## src/rtl/pipe_ctrl.sv

```systemverilog
// Pipeline sequencing controller: combinational stage enables/flushes from load-use,
// taken-branch and data-memory wait hazards, plus timeout halt and saturating statistics.
module pipe_ctrl #(
    parameter int RW       = 5,
    parameter int CW       = 32,
    parameter int MAX_WAIT = 16
) (
    input  logic          clk,
    input  logic          rst,
    input  logic [RW-1:0] id_rs1,
    input  logic [RW-1:0] id_rs2,
    input  logic          id_use_rs1,
    input  logic          id_use_rs2,
    input  logic          ex_mem_read,
    input  logic [RW-1:0] ex_rd,
    input  logic          ex_br_taken,
    input  logic          mem_req,
    input  logic          mem_ready,
    output logic          pc_en,
    output logic          if_id_en,
    output logic          id_ex_en,
    output logic          ex_mem_en,
    output logic          mem_wb_en,
    output logic          if_id_flush,
    output logic          id_ex_flush,
    output logic          mem_wb_flush,
    output logic          halted,
    output logic [CW-1:0] stall_cnt,
    output logic [CW-1:0] flush_cnt
);

    typedef enum logic [1:0] {RUN = 2'd0, MEM_WAIT = 2'd1, HALT = 2'd2} state_t;

    localparam int WW = $clog2(MAX_WAIT);
    localparam logic [WW-1:0] WAIT_LAST = WW'(MAX_WAIT - 1);

    state_t        state, state_nx;
    logic [WW-1:0] wait_cnt, wait_nx;
    logic          mstall, lu, stall_ev, flush_ev;

    function automatic logic [CW-1:0] sat_inc(input logic [CW-1:0] v);
        return (&v) ? v : v + 1'b1;
    endfunction

    always_comb begin
        mstall = mem_req & ~mem_ready & (state != HALT);
        lu = ex_mem_read & (ex_rd != '0) &
             ((id_use_rs1 & (id_rs1 == ex_rd)) | (id_use_rs2 & (id_rs2 == ex_rd)));

        pc_en        = 1'b1;
        if_id_en     = 1'b1;
        id_ex_en     = 1'b1;
        ex_mem_en    = 1'b1;
        mem_wb_en    = 1'b1;
        if_id_flush  = 1'b0;
        id_ex_flush  = 1'b0;
        mem_wb_flush = 1'b0;
        halted       = 1'b0;
        stall_ev     = 1'b0;
        flush_ev     = 1'b0;
        state_nx     = state;
        wait_nx      = wait_cnt;

        if (state == HALT) begin
            pc_en     = 1'b0;
            if_id_en  = 1'b0;
            id_ex_en  = 1'b0;
            ex_mem_en = 1'b0;
            mem_wb_en = 1'b0;
            halted    = 1'b1;
        end else if (mstall) begin
            // Upstream stages hold; MEM_WB takes a bubble while the access is outstanding.
            pc_en        = 1'b0;
            if_id_en     = 1'b0;
            id_ex_en     = 1'b0;
            ex_mem_en    = 1'b0;
            mem_wb_flush = 1'b1;
            stall_ev     = 1'b1;
        end else if (ex_br_taken) begin
            if_id_flush = 1'b1;
            id_ex_flush = 1'b1;
            flush_ev    = 1'b1;
        end else if (lu) begin
            pc_en       = 1'b0;
            if_id_en    = 1'b0;
            id_ex_flush = 1'b1;
            stall_ev    = 1'b1;
        end

        if (state != HALT) begin
            if (mstall && wait_cnt == WAIT_LAST) begin
                state_nx = HALT;
            end else if (mstall) begin
                wait_nx  = wait_cnt + 1'b1;
                state_nx = MEM_WAIT;
            end else begin
                wait_nx  = '0;
                state_nx = RUN;
            end
        end
    end

    always_ff @(posedge clk) begin
        if (rst) begin
            state     <= RUN;
            wait_cnt  <= '0;
            stall_cnt <= '0;
            flush_cnt <= '0;
        end else begin
            state    <= state_nx;
            wait_cnt <= wait_nx;
            if (stall_ev) stall_cnt <= sat_inc(stall_cnt);
            if (flush_ev) flush_cnt <= sat_inc(flush_cnt);
        end
    end

endmodule

```

## config.mk

```make
export PLATFORM = sky130hd
export DESIGN_NAME = pipe_ctrl
export DESIGN_NICKNAME = d
export VERILOG_FILES = /design/src/rtl/pipe_ctrl.sv
export SDC_FILE = /design/constraint.sdc
export NUM_CORES = 1
export LEC_CHECK = 0
export CORE_UTILIZATION = 53
export CTS_CLUSTER_DIAMETER = 60
export DETAILED_ROUTE_END_ITERATION = 8
export PLACE_DENSITY = 0.94
export RECOVER_POWER = 25
export SLEW_MARGIN = 10
export SYNTH_ARGS = -nofsm -noshare
export SYNTH_HDL_FRONTEND = slang
export SYNTH_SLANG_ARGS = --single-unit
```

## constraint.sdc

```tcl
create_clock -name clk -period 5 [get_ports clk]
set_input_delay 0.75 -clock clk [delete_from_list [all_inputs] [get_ports clk]]
set_output_delay 0.75 -clock clk [all_outputs]
set_load 0.01 [all_outputs]
```

==> run_results.csv <==
group,metric,value,unit
sta,post-route-period-util,72.2,%
drt,postRouteAntennaNets,0,
cells_and_area,syn2layout_area_growth,31.3,%
power,power_density,227,nW/um2
power,p_leak,1.67,nW
die,rows,29,
cells_and_area,fin_util,73.9,%
cells_and_area,final_cell_mix,"dfxtp_1, clkdlybuf4s50_1, nor2_1",
setup_path,critPathSlowestCell,"or4_1",
setup_path,regToRegSetupSlack,2390,ps
setup_path,r2r_end,"stall_cnt[16]",
cts,clk_latency,350,ps
status,failed_checks,"capacitance limit, slew limit",
cts,cts_tree,"built",
die,pin_count,96,
synthesis,yosysSeqAreaShare,38.3,%
setup_path,reg2reg_from,"stall_cnt[13]",
worst_hold_path,min-delay-start,"stall_cnt[27]",
place,finalWeightedCongestion,0.831,
sta,whs,496,ps
power,fin_total_pwr,1.09,mW
synthesis,syn-num-nets,456,
synthesis,ys_types,47,
cts,clk_path_buf_depth,2,
setup_path,arrival,2860,ps
sta,slew_headroom,-35.7,%
sta,period_needed,3610,ps
synthesis,synth_edf_count,0,
sta,fin_tns_setup,0,ps
cells_and_area,nets,543,
cts,cts_sinks,70,
cts,path_clk_slew,80,ps
global_routing,grt_pass1_wl,15700,um
synthesis,async_flop_share,0,%
synthesis,syn_avg_cell_area,8.51,um2
cts,cts.root.buffer_cell,"clkbuf_8",
drt,wl,9230,um
cts,cts_resized,0,
global_routing,first_global_vias,3347,
sta,fin_ws,1390,ps
cells_and_area,final_common_cell,"dfxtp_1",
synthesis,syn-cell-area,3660,um2
synthesis,synthSimpleGateAreaFrac,33.0,%
status,status,"finished, violations left",
synthesis,synthTopCellsByArea,"dfxtp_1, xor2_1, nor2_1",
setup_path,r2r_cells,6,
setup_path,worst_path_most_repeated_cell,"clkdlybuf4s50_1",
cts,htree_levels,3,
flow_run,maxCapViolations,1,
global_routing,grt_antenna_before_repair,0,
synthesis,synth.top_cell.area_share,38.3,%
global_routing,overflow,0,
cts,ctsHoldBuffers,0,
drt,viasPerCell,6.01,
synthesis,ys_seq_elements,70,
synthesis,synth_top_family_by_area,"simple AND/OR/NAND/NOR gates",
drt,initialDrtViolationCount,178,
synthesis,synth_cells,430,
sta,rsz0062_at_grt,"false",
place,dp_hpwl,6530,um
synthesis,yosysTopAreaCell,"dfxtp_1",
sta,hold_viol,0,
worst_hold_path,hp-class,"reg -> reg",
setup_path,crit_chain,"clkdlybuf4s50_1 -> or4_1 -> o21ai_0 -> nand2b_1 -> o21a_1 -> clkdlybuf4s50_1",
sta,fmax,277,MHz
cts,cts_made_buffers,9,
cells_and_area,diodes,0,
die,core,6490,um2
sta,fin_worst_skew,14.3,ps
synthesis,synth_compound_area_share,11.8,%
synthesis,synthMuxAreaShare,2.74,%
setup_path,cp_data_required_time,4250,ps
die,die-area,7240,um2
die,die_x,85.1,um
synthesis,ys.flop_type,"dfxtp_1",
cells_and_area,drive_above_1_share,7.28,%
setup_path,path_class,"in -> out",
die,die_y,85.1,um
synthesis,synth_warnings,0,
sta,slew_violations,50,
drt,drt_pass1_iterations,4,
sta,worstMarginPinSlew,2040,ps
drt,drc,0,
synthesis,yosys.area_share.xor_xnor,9.10,%
place,dp_slack,1400,ps
global_routing,grt_use_total,26.7,%
place,portBuffers,95,
setup_path,slowest_delay,550,ps
worst_hold_path,hold_path_end,"stall_cnt[27]",
setup_path,cp-start-kind,"input pin",
setup_path,path_delay_family,"buffers and inverters",
die,initial_core_util,56.3,%
drt,vias,3602,
synthesis,synthAdderAreaFrac,1.03,%
power,vdd_ir_drop_max,0.197,mV
setup_path,endpoint_kind,"primary output",
cts,cts_setup_buffers,0,
global_routing,grt_max_degree,50,
worst_hold_path,whs_path_depth,2,
setup_path,crit_fanout,3,
sta,setup_viol,0,
setup_path,path_buf_inv,2,
setup_path,worstSetupPathDepth,6,
drt,wl_per_cell,15.4,um
==> cell type report <==
cell class,instances,area [um2]
clock buffer,10,128
clock inverter,6,62.6
fill,472,1690
inverter,6,22.5
multi-input combinational,331,2120
sequential,70,1400
tap,77,96.3
timing repair buffer,99,971
==> cell usage after synthesis (6+ instances only) <==
cell	number
nand4_1	25
a21oi_1	30
nor2_1	44
and3_1	11
or4_1	15
and4_1	7
inv_1	6
xnor2_1	18
dfxtp_1	70
o31ai_1	14
nand3_1	21
nor3_1	9
buf_2	6
clkbuf_1	11
nor2b_1	9
xor2_1	20
o21ai_0	15
nand2_1	26
or3_1	17
==> worst register-to-register path: stages, from the launching register on <==
cell     delay, ps
dfxtp_1        450
nand4_2        160
or3_1          530
nor4_4         570
buf_4          380
nor4_1         110
mux2_2         300
==> power breakdown <==
part	internal, mW	switching (mW)
logic	0.0393	0.0413
clock network	0.230	0.213
registers	0.560	0.00416
total	0.829	0.259
==> worst max-delay path by stage <==
stage / slack (ps) / start / endpoint
CTS: 1400 / ex_rd[1] / pc_en
global route: 1290 / rst / wait_cnt[1]
floorplan: 2390 / ex_rd[1] / pc_en
finish: 1390 / ex_rd[1] / pc_en
detailed placement: 1400 / ex_rd[1] / pc_en
global placement: 1510 / ex_rd[1] / if_id_en
==> cell families (layout without fill, tap and decap cells) <==
group           Yosys count  in the layout
buf+inv                  29            121
xor+xnor                 38             38
flops                    70             70
compound gates           71             71
mux                       8              8
simple gates            211            211
fa+ha+maj                 3              3
==> per-stage QoR <==
stage	area, um2	instances
2_1_floorplan	3660	430
3_3_place_gp	4620	583
3_5_place_dp	4620	583
4_1_cts	4810	599
5_1_grt	4800	599
6_report	4800	599
==> per-layer routing <==
layer / track usage (%) / up-vias / wire length (um)
met4: 10.2 / 0 / 196
met1: 31.7 / 1726 / 3950
met2: 46.6 / 106 / 4680
met3: 6.71 / 20 / 407
li1: - / 1750 / -
met5: 0 / - / 0
==> state kept, by name (all words and copies together), names as in the netlist <==
signal,count
stall_cnt,32
state,2
flush_cnt,32
wait_cnt,4
No activity file was read; power rests on OpenSTA's default activity.
